<file path="src/rtl/rec_pkg.sv">
// Shared types and constants for the record/playback sequencer.
package rec_pkg;

   typedef enum logic [2:0] {
      IDLE      = 3'd0,
      REC       = 3'd1,
      PLAY_RD   = 3'd2,
      PLAY_LAT  = 3'd3,
      PLAY_WAIT = 3'd4
   } state_t;

   localparam logic [1:0] MODE_IDLE = 2'b00;
   localparam logic [1:0] MODE_REC  = 2'b01;
   localparam logic [1:0] MODE_PLAY = 2'b10;

   // Display mode for a given sequencer state.
   function automatic logic [1:0] state_to_mode(input state_t s);
      logic [1:0] m;
      m = MODE_IDLE;
      case (s)
         REC:                         m = MODE_REC;
         PLAY_RD, PLAY_LAT, PLAY_WAIT: m = MODE_PLAY;
         default:                     m = MODE_IDLE;
      endcase
      return m;
   endfunction

endpackage

</file>
<file path="src/rtl/btn_edge.sv">
// Registered rising-edge detector for a level button input. The history
// register resets to 0, so a button held through reset reads as a press on
// the first clock after release.
module btn_edge (
   input  logic clk_i,
   input  logic rst_ni,
   input  logic btn_i,
   output logic rise_o
);

   logic prev_q;

   // Remember last cycle's button level.
   always_ff @(posedge clk_i or negedge rst_ni) begin
      if (!rst_ni) prev_q <= 1'b0;
      else         prev_q <= btn_i;
   end

   assign rise_o = btn_i & ~prev_q;

endmodule

</file>
<file path="src/rtl/rec_play_ctrl.sv">
// Voice recorder sequencer: records deserialized words into one of two BRAM
// blocks and replays a stored block word by word into the serializer.
//
// Handshakes: donedes and doneser are single-cycle strobes from the
// deserializer/serializer and are never back-pressured; ser_load is a
// single-cycle strobe meaning ser_word is valid, and the next ser_load is
// only issued after the serializer has returned doneser for the current word.
module rec_play_ctrl
   import rec_pkg::*;
#(
   parameter int                ADDR_W   = 16,
   parameter int                DATA_W   = 16,
   parameter logic [ADDR_W-1:0] MAX_ADDR = {ADDR_W{1'b1}}
) (
   input  logic              clock,
   input  logic              reset,
   input  logic              switch0,
   input  logic              record,
   input  logic              play,
   input  logic              donedes,
   input  logic [DATA_W-1:0] data,
   input  logic              doneser,
   input  logic [DATA_W-1:0] block1_dout,
   input  logic [DATA_W-1:0] block2_dout,
   output logic [ADDR_W-1:0] memaddr,
   output logic [DATA_W-1:0] memoryin,
   output logic              block1ena,
   output logic              block1wea,
   output logic              block2ena,
   output logic              block2wea,
   output logic              ser_load,
   output logic [DATA_W-1:0] ser_word,
   output logic              done,
   output logic [1:0]        mode,
   output logic [ADDR_W:0]   cur_len
);

   localparam logic [ADDR_W-1:0] ADDR_ONE = {{(ADDR_W-1){1'b0}}, 1'b1};
   localparam logic [ADDR_W:0]   LEN_ONE  = {{ADDR_W{1'b0}}, 1'b1};

   state_t              state_q, state_d;
   logic [ADDR_W-1:0]   addr_q, addr_d;
   logic                sel_q, sel_d;
   logic [ADDR_W:0]     len1_q, len1_d;
   logic [ADDR_W:0]     len2_q, len2_d;
   logic                wr_pend_q, wr_pend_d;
   logic [DATA_W-1:0]   wr_data_q, wr_data_d;
   logic [DATA_W-1:0]   ser_word_q, ser_word_d;
   logic                ser_load_q, ser_load_d;

   logic                rec_rise;
   logic                play_rise;
   logic                wr_en;
   logic                rd_en;
   logic                done_c;
   logic                rec_exit;
   logic [ADDR_W:0]     exit_len;
   logic [ADDR_W:0]     sel_len;
   logic [ADDR_W:0]     sw_len;
   logic [ADDR_W:0]     addr_plus_one;

   btn_edge u_rec_edge (
      .clk_i  (clock),
      .rst_ni (reset),
      .btn_i  (record),
      .rise_o (rec_rise)
   );

   btn_edge u_play_edge (
      .clk_i  (clock),
      .rst_ni (reset),
      .btn_i  (play),
      .rise_o (play_rise)
   );

   assign sel_len       = sel_q   ? len2_q : len1_q;
   assign sw_len        = switch0 ? len2_q : len1_q;
   assign addr_plus_one = {1'b0, addr_q} + LEN_ONE;

   // State, address, lengths and the registered write/serializer staging.
   always_ff @(posedge clock or negedge reset) begin
      if (!reset) begin
         state_q    <= IDLE;
         addr_q     <= '0;
         sel_q      <= 1'b0;
         len1_q     <= '0;
         len2_q     <= '0;
         wr_pend_q  <= 1'b0;
         wr_data_q  <= '0;
         ser_word_q <= '0;
         ser_load_q <= 1'b0;
      end else begin
         state_q    <= state_d;
         addr_q     <= addr_d;
         sel_q      <= sel_d;
         len1_q     <= len1_d;
         len2_q     <= len2_d;
         wr_pend_q  <= wr_pend_d;
         wr_data_q  <= wr_data_d;
         ser_word_q <= ser_word_d;
         ser_load_q <= ser_load_d;
      end
   end

   // Next-state logic: record writes one cycle after each donedes, playback
   // walks read -> latency -> wait-for-serializer per word.
   always_comb begin
      state_d    = state_q;
      addr_d     = addr_q;
      sel_d      = sel_q;
      len1_d     = len1_q;
      len2_d     = len2_q;
      wr_pend_d  = 1'b0;
      wr_data_d  = wr_data_q;
      ser_word_d = ser_word_q;
      ser_load_d = 1'b0;
      wr_en      = 1'b0;
      rd_en      = 1'b0;
      done_c     = 1'b0;
      rec_exit   = 1'b0;
      exit_len   = '0;

      case (state_q)
         IDLE: begin
            if (rec_rise) begin
               state_d = REC;
               addr_d  = '0;
               sel_d   = switch0;
            end else if (play_rise && (sw_len != '0)) begin
               state_d = PLAY_RD;
               addr_d  = '0;
               sel_d   = switch0;
            end
         end

         REC: begin
            if (wr_pend_q) begin
               wr_en  = 1'b1;
               addr_d = addr_q + ADDR_ONE;
            end
            // A full block ends the take regardless of the record level.
            // Otherwise a low record ends it, but a word arriving in that same
            // cycle is still written first (one more REC cycle).
            if (wr_pend_q && (addr_q == MAX_ADDR)) begin
               rec_exit = 1'b1;
               exit_len = addr_plus_one;
            end else if (!record && !donedes) begin
               rec_exit = 1'b1;
               exit_len = {1'b0, addr_q} + {{ADDR_W{1'b0}}, wr_pend_q};
            end
            if (rec_exit) begin
               state_d = IDLE;
               done_c  = 1'b1;
               if (sel_q) len2_d = exit_len;
               else       len1_d = exit_len;
            end else if (donedes) begin
               wr_pend_d = 1'b1;
               wr_data_d = data;
            end
         end

         PLAY_RD: begin
            rd_en   = 1'b1;
            state_d = record ? IDLE : PLAY_LAT;
         end

         PLAY_LAT: begin
            if (record) begin
               state_d = IDLE;
            end else begin
               ser_word_d = sel_q ? block2_dout : block1_dout;
               ser_load_d = 1'b1;
               state_d    = PLAY_WAIT;
            end
         end

         PLAY_WAIT: begin
            if (record) begin
               state_d = IDLE;
            end else if (doneser) begin
               addr_d = addr_q + ADDR_ONE;
               if (addr_plus_one == sel_len) begin
                  done_c  = 1'b1;
                  state_d = IDLE;
               end else begin
                  state_d = PLAY_RD;
               end
            end
         end

         default: state_d = IDLE;
      endcase
   end

   // Output decode: the enable belongs to the latched block only.
   always_comb begin
      block1ena = (wr_en | rd_en) & ~sel_q;
      block1wea = wr_en & ~sel_q;
      block2ena = (wr_en | rd_en) & sel_q;
      block2wea = wr_en & sel_q;
      memaddr   = addr_q;
      memoryin  = wr_data_q;
      ser_load  = ser_load_q;
      ser_word  = ser_word_q;
      done      = done_c;
      mode      = state_to_mode(state_q);
      cur_len   = (state_q == IDLE) ? sw_len : sel_len;
   end

endmodule

</file>
<file path="config.mk">
export PLATFORM = sky130hd
export DESIGN_NAME = rec_play_ctrl
export DESIGN_NICKNAME = d
export VERILOG_FILES = /design/src/rtl/rec_pkg.sv /design/src/rtl/btn_edge.sv /design/src/rtl/rec_play_ctrl.sv
export SDC_FILE = /design/constraint.sdc
export NUM_CORES = 1
export LEC_CHECK = 0
export ABC_CLOCK_PERIOD_IN_PS = 2470
export BUFFER_PORTS_ARGS = -buffer_cell sky130_fd_sc_hd__buf_4
export CAP_MARGIN = 10
export CORE_ASPECT_RATIO = 1.5
export CORE_MARGIN = 2
export CORE_UTILIZATION = 30
export DETAILED_ROUTE_END_ITERATION = 10
export GPL_ROUTABILITY_DRIVEN = 0
export HOLD_SLACK_MARGIN = 0.12
export SYNTH_ARGS = -nofsm -noshare
export SYNTH_HDL_FRONTEND = slang
export SYNTH_SLANG_ARGS = --single-unit
</file>
<file path="constraint.sdc">
create_clock -name clock -period 2.47 [get_ports clock]
set_clock_uncertainty 0.1 [all_clocks]
set_input_delay 0.494 -clock clock [delete_from_list [all_inputs] [get_ports clock]]
set_output_delay 0.494 -clock clock [all_outputs]
set_load 0.01 [all_outputs]
</file>
==> results of run 1 <==
through the flow:
step	utilization (%)	std cells	area [um^2]
finish	45.52	997	8099
global route	45.52	997	8099
CTS	44.77	993	7965
detailed placement	41.78	969	7433
global placement	41.78	969	7433
floorplan	-	545	5465
logic make-up after synthesis:
| kind of cell | Yosys count | synth area share (%) |
|---|---|---|
| and+or+nand+nor | 175 | 17.21 |
| muxes | 95 | 18.92 |
| buffers and inverters | 48 | 4.413 |
| AOI/OAI and AO/OA | 100 | 11.67 |
| DFF | 90 | 41.59 |
| adders and majority gates | 3 | 0.6932 |
| xor gates and xnor gates | 34 | 5.499 |
per-layer routing:
layer / vias up / GRT usage, % / routed length, um / share of wire [%]
li1: 2429 / - / - / -
met1: 2475 / 20.05 / 6546 / 37
met2: 177 / 34.31 / 9524 / 53
met3: 60 / 3.330 / 753 / 4.2
met4: 0 / 10.07 / 992 / 5.6
met5: - / 0 / 0 / 0
state kept, by name (all words and copies together), names as in the netlist, 3 cells and up:
| register | cells |
|---|---|
| memoryin | 16 |
| len1_q | 17 |
| memaddr | 16 |
| ser_word | 16 |
| len2_q | 17 |
| state_q | 3 |
path summary, 6_finish.rpt:
path | start | end | slack [ns]
max | memaddr[1] | done | -0.56
min | play | u_play_edge.prev_q | 0.17
max reg2reg | memaddr[1] | len2_q[9] | 0.03
min reg2reg | memoryin[0] | memoryin[0] | 0.41
max in group asynchronous | reset | ser_word[11] | 0.94
min in group asynchronous | reset | memoryin[12] | 0.56
report_power, final:
| part | leakage (nW) | switching [mW] | total [mW] | internal, mW |
|---|---|---|---|---|
| Combinational | 2.53 | 1.87 | 4.01 | 2.13 |
| Clock | 0.156 | 0.610 | 1.51 | 0.901 |
| Sequential | 1.14 | 0.340 | 2.25 | 1.91 |
| Total | 3.83 | 2.82 | 7.77 | 4.95 |
cells in the mapped netlist, types with 8 or more instances:
master and n:
sky130_fd_sc_hd__xnor2_1 23, sky130_fd_sc_hd__clkbuf_1 13, sky130_fd_sc_hd__o21ai_0 14, sky130_fd_sc_hd__nor3_1 24, sky130_fd_sc_hd__buf_2 18, sky130_fd_sc_hd__mux2_2 59, sky130_fd_sc_hd__xor2_1 11, sky130_fd_sc_hd__nor2_1 51
sky130_fd_sc_hd__nand4_1 15, sky130_fd_sc_hd__nand3_1 11, sky130_fd_sc_hd__a21oi_1 42, sky130_fd_sc_hd__o2bb2ai_1 8, sky130_fd_sc_hd__dfrtp_1 90, sky130_fd_sc_hd__nand2_1 24, sky130_fd_sc_hd__mux2i_1 36
area by class of cell:
type | count | area, um^2
inverters | 7 | 26.28
clock buffers | 10 | 229.0
clock inverters | 6 | 101.3
repair buffers | 259 | 2072
well taps | 217 | 271.5
flip-flops and latches | 90 | 2263
multi-input cells | 408 | 3136
fillers | 1663 | 9693
what timing repair did:
item,in CTS,in global routing
hold buffers,1,0
setup buffers,5,4
pin swaps,2,7
gates cloned,2,0
hold endpoints to repair,35,0
resized for setup,27,25
endpoints found under the setup margin,74,62
==> results.txt, run 1 <==
The proportion of layout cells with a drive suffix above 1 is slightly below 50%. Setup repair after global routing could not meet its margin everywhere. The post-synthesis cell area came out at 5415 um^2. The number of port buffers is 127.

Dividing the detail-routed via count by the number of cells gives just over 5. The share of synthesized registers carrying an async set or reset is 100.0%. The share of the clock period used by the worst path is 122.6%. The number of buffer and inverter stages on the critical path came out at 1. The worst hold slack across all endpoints came out at about 0.17 ns. The depth of the worst hold-timing path is 1. The clock insertion delay at the later pin of the skew report came out at roughly 0.35 ns. 0 antenna diodes ended up in the layout.

The number of cells on the critical path is 8. The critical path arrival came out at 2.43 ns. STA classifies the critical path startpoint as a register. The pre-CTS worst setup slack came out at -0.2460 ns. The number of max-slew violations in the final report is 0.

The path class of the tightest hold or removal check is in -> reg. The maximum level of the CTS H-tree came out at 3. The die boundary height is 168.5 um. The classification of the worst setup path is reg -> out. Power spread over the standard cell area amounts to 959.4 nW/um^2.

STA puts the critical path data required time at 1.88 ns. The die covers 19160 um^2. The final layout net count came out at 833. In the layout the commonest cells are sky130_fd_sc_hd__buf_4, sky130_fd_sc_hd__dfrtp_1, sky130_fd_sc_hd__mux2_2.

The most used flip-flop cell after synthesis is sky130_fd_sc_hd__dfrtp_1. When the netlist entered floorplanning its net count stood at approximately 600. The synthesized design spends more area on one cell type than any other, namely sky130_fd_sc_hd__dfrtp_1. The sum of net half-perimeters after detailed placement came out at 13700 um. The length of the first detailed-routing pass in iterations is 5. The summed negative setup slack over all endpoints is -4.823 ns.

The worst slew margin relative to its limit came out at 65.71%. The detailed-route DRC error count is 0. STA classifies the critical path endpoint as a primary output. The measured slew at the worst slew-check pin is 0.5125 ns.

The shortest clock period the worst path allows after layout is 3.028 ns. The overall die width is 113.7 um. In this design, the stage delay of the slowest critical-path cell is 0.52 ns. For this configuration, the core starts out at a cell density of 30.44%. The total global-route track usage is 18.68%.

The number of enable-type register cells in the synthesized netlist is 0. The total wire length after detailed routing came out at 17820 um. The top fanout value on the critical path came out at 6. The number of antenna violations at the first check in global routing is 0. The detail route stage leaves a number of antenna-violating nets equal to 0. TritonCTS built the clock tree. Walking the worst path, the cells encountered are ha_4 > nand2_1 > or4_4 > xnor2_1 > nor3_2 > nand4_1 > o21ai_4 > buf_4.

The total number of vias is 5141. The maximum clock frequency came out at 330.2 MHz. The sequential element share of the synthesized area came out at 41.59%.

The reported max-cap violation count is 0. The number of hold violations in the final report is 0. After synthesis, the mean cell area works out to about 9.9 um^2. The worst-case reg-to-reg path depth came out at 9.

After detailed routing, the average wire length per cell comes to ~18 um. The pin count of the biggest net entering global routing is 38. The checks that failed: setup timing. The flip-flop and latch count after synthesis came out at 90.

The leakage component of the power came out at 3.829 nW. Power comes to about 7.8 mW. 128 I/O pins were placed.

The Yosys step of the flow raised 0 warnings. The master cell of the clock root buffer is sky130_fd_sc_hd__clkbuf_16. The area share of the largest cell type after synthesis is 41.59%. The number of clock sinks seen by CTS came out at 90. The iteration-0 DRC count of the detailed router came out at around 220. The run finished, with violations left. By area the synthesized netlist is led by sky130_fd_sc_hd__dfrtp_1, sky130_fd_sc_hd__mux2_2, sky130_fd_sc_hd__mux2i_1, sky130_fd_sc_hd__a21oi_1, sky130_fd_sc_hd__xnor2_1. The slowest stage of the critical path is the sky130_fd_sc_hd__or4_4 cell.

Setup violations remaining at the end of the flow were counted as 18. The clock slew seen by the registers of the worst setup and hold paths is about 0.060 ns. Relative to the synthesized area, the layout overhead comes to 49.56%. IR analysis of the VDD net gives a maximum drop of 0.4821 mV. The cell family contributing the most delay on the critical path is simple AND/OR/NAND/NOR gates. The buffer levels on the longest clock path came out at 2.

In the post-route analysis, the smallest setup slack over all paths is -0.5584 ns. The aggregate global routing overflow came out at 0. The core footprint came out at 17790 um^2. The post-synthesis cell count came out at 545. The TritonCTS buffer count is 9. The count of cell types in the netlist is 55. The number of core rows came out at 60. The via count of the first global-routing pass is 5365.

The global-route wire length before repair is 28040 um. The most common library cell in the layout ignoring fill and taps is sky130_fd_sc_hd__buf_4.
(Power assumes the default switching activity.)
==> inputs of run 2 (changes only) <==
--- a/config.mk
+++ b/config.mk
@@ -5,6 +5,7 @@
 export SDC_FILE = /design/constraint.sdc
 export NUM_CORES = 1
 export LEC_CHECK = 0
+export ABC_AREA = 1
 export ABC_CLOCK_PERIOD_IN_PS = 2470
 export BUFFER_PORTS_ARGS = -buffer_cell sky130_fd_sc_hd__buf_4
 export CAP_MARGIN = 10
@@ -12,8 +13,8 @@
 export CORE_MARGIN = 2
 export CORE_UTILIZATION = 30
 export DETAILED_ROUTE_END_ITERATION = 10
-export GPL_ROUTABILITY_DRIVEN = 0
 export HOLD_SLACK_MARGIN = 0.12
+export SETUP_SLACK_MARGIN = 0.15
 export SYNTH_ARGS = -nofsm -noshare
 export SYNTH_HDL_FRONTEND = slang
 export SYNTH_SLANG_ARGS = --single-unit
==> run 2 against run 1 <==
Effect of this change: global-route usage increased by 0.066 points; die area increased by 3.5%; largest cell class unchanged; sequential cell count unchanged; highest routed layer unchanged; power increased by 12%; clock power decreased by 7%; wire length increased by 12%; sequential share of layout area decreased by 2.5 points; critical endpoint unchanged; combinational power increased by 26%; the run still ends with setup timing left.
==> results.txt, run 2 <==
In this run the worst hold path is classified as in -> reg. The clock slew seen by the registers of the worst setup and hold paths is 0.07 ns (about the same). STA classifies the critical path startpoint as a register. The master cell of the clock root buffer is sky130_fd_sc_hd__clkbuf_16. The die outline area is 19840 um^2 (+3.5%).

The proportion of layout cells with a drive suffix above 1 is 42.02% (-6.4 points). The number of antenna violations at the first check in global routing is 0 (unchanged). The required time of the critical path is 1.88 ns (about the same). The share of synthesized registers carrying an async set or reset came to 100.0% (unchanged). The iteration-0 DRC count of the detailed router is 348 (+62%). The worst slew margin relative to its limit came to 65.96% (+0.25 points). The number of endpoints failing setup at the final stage came out at 1 (-17). The total number of vias is 6230 (+21%). The total global-route track usage is 18.74% (+0.066 points). The library cell with the largest summed area after synthesis is sky130_fd_sc_hd__dfrtp_1. The area fraction in compound gates after synthesis came to 13.91% (+2.2 points).

The sum of net half-perimeters after detailed placement came out at 14020 um (+2.3%). The total power density per cell area was 979.6 nW/um^2 (+2.1%). Sorting the synthesized cells by area gives the leading types as sky130_fd_sc_hd__dfrtp_1, sky130_fd_sc_hd__nand2_1, sky130_fd_sc_hd__o21ai_0, sky130_fd_sc_hd__inv_1, sky130_fd_sc_hd__nor2_1. The aggregate global routing overflow is 0 (unchanged). The maximum level of the CTS H-tree came to 3 (unchanged). The count of cell types in the netlist came out at 36 (-35%). The reported max-cap violation count came out at 0 (unchanged).

The busiest layer in global routing is met2. TritonCTS built the clock tree. The final instance count without filler cells is 1280 (+28%). The number of enable-type register cells in the synthesized netlist came out at 0 (unchanged).

The worst setup path is captured at a primary output. The overall die width came to 115.7 um (+1.7%). The detailed-route DRC error count came out at 0 (unchanged). The die boundary height is 171.5 um (+1.8%). The flip-flop and latch count after synthesis came to 90 (unchanged). In the post-synthesis netlist, the cell with the most instances is sky130_fd_sc_hd__nand2_1. For this run, the leading register cell type out of synthesis is sky130_fd_sc_hd__dfrtp_1.

The via count of the first global-routing pass is 5816 (+8.4%). The worst voltage drop across the vdd grid is 0.4876 mV (+1.1%). The pin count of the biggest net entering global routing came to 63 (+66%).

The number of core rows is 61 (+1.7%). The mean number of vias per cell came out at 4.867 (-5.6%). The top fanout value on the critical path was 5 (-1). The count of antenna-violating nets left after detailed routing is 0 (unchanged). The shortest clock period the worst path allows after layout came out at 2.833 ns (-0.1952 ns). The post-synthesis net count was 850 (+41%).

The number of placed I/O pins came out at 128 (unchanged). The share of synthesized cell area in and, or, nand and nor gates was 31.24% (+14 points). The final layout net count was 1081 (+30%). The number of clock sinks seen by CTS is 90 (unchanged). The core footprint is 18470 um^2 (+3.8%). Setup repair after global routing could not meet its margin everywhere. The checks that failed: setup timing. The global routing met1 resource utilization came out at 21.88% (+1.8 points).

The pre-CTS worst setup slack came to -0.2121 ns (+0.03392 ns). After synthesis, the most frequently instantiated cells are sky130_fd_sc_hd__nand2_1, sky130_fd_sc_hd__o21ai_0, sky130_fd_sc_hd__dfrtp_1. The length of the first detailed-routing pass in iterations is 5 (unchanged). The sequential element share of the synthesized area was 40.13% (-1.5 points). After synthesis, the largest family of logic cells by area is simple AND/OR/NAND/NOR gates. The maximum clock frequency is 353.0 MHz (+6.9%). The number of hold violations in the final report was 0 (unchanged). The worst setup path is of the reg -> out kind. The xor/xnor share of the synthesized area was 1.405% (-4.1 points). The area share of the largest cell type after synthesis came out at 40.13% (-1.5 points). The largest registers in the layout are len1_q (17), len2_q (17). The post-detailed-route wirelength per cell came out at 15.56 um (-13%). The fraction of the mapped netlist area in adder cells is 0.6689% (-0.024 points). The count of synthesis-stage warnings from yosys is 0 (unchanged).

The critical path arrival is 2.24 ns (-0.19 ns). The run finished, with violations left. The clock insertion delay at the later pin of the skew report is 0.35 ns (about the same). The number of diodes came out at 0 (unchanged). The average footprint of a synthesized cell is 7.085 um^2 (-29%).

The number of placed cells counting well taps was 1225 (+26%). The share of the clock period used by the worst path came to 114.7% (-7.9 points). The fraction of met3 tracks used by global routing is 3.101% (-0.23 points).

The met2 track utilization from global routing came out at 32.88% (-1.4 points). The leakage component of the power came out at 4.191 nW (+9.5%). The area added between synthesis and finish is 58.44%.

The TritonCTS buffer count came out at 9 (unchanged). The worst hold slack across all endpoints came out at 0.1668 ns (+0.00003500 ns). The total wire length after detailed routing came out at 19910 um (+12%). The buffer levels on the longest clock path came out at 2 (unchanged). The global-route wire length before repair came out at 29170 um (+4.0%). Leaving out fill and tap cells, the most frequent cell in the layout is sky130_fd_sc_hd__nand2_1. The post-synthesis cell area came out at 5612 um^2 (+3.6%). The number of port buffers is 127 (unchanged). The post-synthesis cell count came out at 792 (+45%). The worst setup slack after layout came out at -0.3632 ns (+0.1952 ns). The library cells used most frequently in the layout, excluding fill and tap cells, are sky130_fd_sc_hd__nand2_1, sky130_fd_sc_hd__buf_4, sky130_fd_sc_hd__dfrtp_1.

The measured slew at the worst slew-check pin came to 0.5087 ns (-0.003767 ns). The share of the core filled with cells in the final layout is 48.14% (+2.6 points). The global placer's final weighted congestion came out at 0.8876. The number of max-slew violations in the final report is 0 (unchanged).

The starting density of the core came out at 30.38% (-0.054 points). The multiplexer share of the synthesized area came out at 3.991% (-15 points).
[run 2: path summary, 6_finish.rpt]
kind / from / endpoint / slack [ns] / cells after the start
min in group asynchronous: reset / memaddr[13] / 0.41 / 2
worst max register to register: memaddr[0] / memoryin[9] / 0.09 / 15
worst min-delay path: play / u_play_edge.prev_q / 0.17 / 1
worst min register to register: len2_q[5] / len2_q[5] / 0.40 / 2
max in group asynchronous: reset / sel_q / 1.27 / 3
worst max-delay path: memaddr[2] / done / -0.36 / 13
[run 2: where the power goes]
group	total (mW)	switching (mW)	internal, mW
logic	5.04	2.65	2.39
registers	2.27	0.293	1.98
clock network	1.40	0.662	0.735
total	8.71	3.61	5.10
[run 2: final cells by class]
class	count	area (um^2)
fill	1831	9579
tap	252	315.3
multi-input combinational	588	3445
inverter	77	304.0
clock buffer	10	239.0
sequential	90	2260
timing repair buffer	257	2272
clock inverter	6	56.30
[run 2: layer usage]
layer / vias up / wire length, um
li1: 3040 / -
met1: 2905 / 7568
met2: 231 / 10490
met3: 54 / 992
met4: 0 / 858
met5: - / 0
[run 2: logic make-up (layout without fill, tap and decap cells)]
kind of cell | count (synthesis) | in the layout
multiplexers | 17 | 17
adder cells (fa/ha/maj) | 3 | 3
buffers and inverters | 114 | 350
AND/OR/NAND/NOR | 414 | 414
flip-flops | 90 | 90
AO/OA/AOI/OAI | 145 | 145
XOR/XNOR | 9 | 9
[run 2: metrics by stage]
step	cell area [um^2]	power, mW	setup TNS, ns
floorplan	5619	4.258	0
global placement	7438	5.991	-1.546
detailed placement	7438	6.018	-1.793
CTS	8063	7.778	-0.3907
global route	8891	9.207	-0.4644
finish	8891	8.709	-0.3632
[run 2: critical path, cell delays in order, from the launching register on]
cell                      delay [ns]
sky130_fd_sc_hd__dfrtp_2        0.43
sky130_fd_sc_hd__buf_12         0.13
sky130_fd_sc_hd__nand2_4        0.04
sky130_fd_sc_hd__nor2_2         0.12
sky130_fd_sc_hd__buf_6          0.15
sky130_fd_sc_hd__nand3_2        0.09
sky130_fd_sc_hd__nand2_2        0.09
sky130_fd_sc_hd__nand2_2        0.06
sky130_fd_sc_hd__nand2_2        0.06
sky130_fd_sc_hd__nand2_2        0.06
sky130_fd_sc_hd__nor2_2         0.13
sky130_fd_sc_hd__nand3_2        0.12
sky130_fd_sc_hd__o31ai_2        0.23
sky130_fd_sc_hd__buf_4          0.17
[run 2: what timing repair did]
item,CTS,global route
endpoints found under the hold margin,8,0
gates resized for setup,70,158
pin swaps,15,40
buffers inserted,12,19
hold buffers,1,0
gates cloned,1,6
endpoints found under the setup margin,60,72
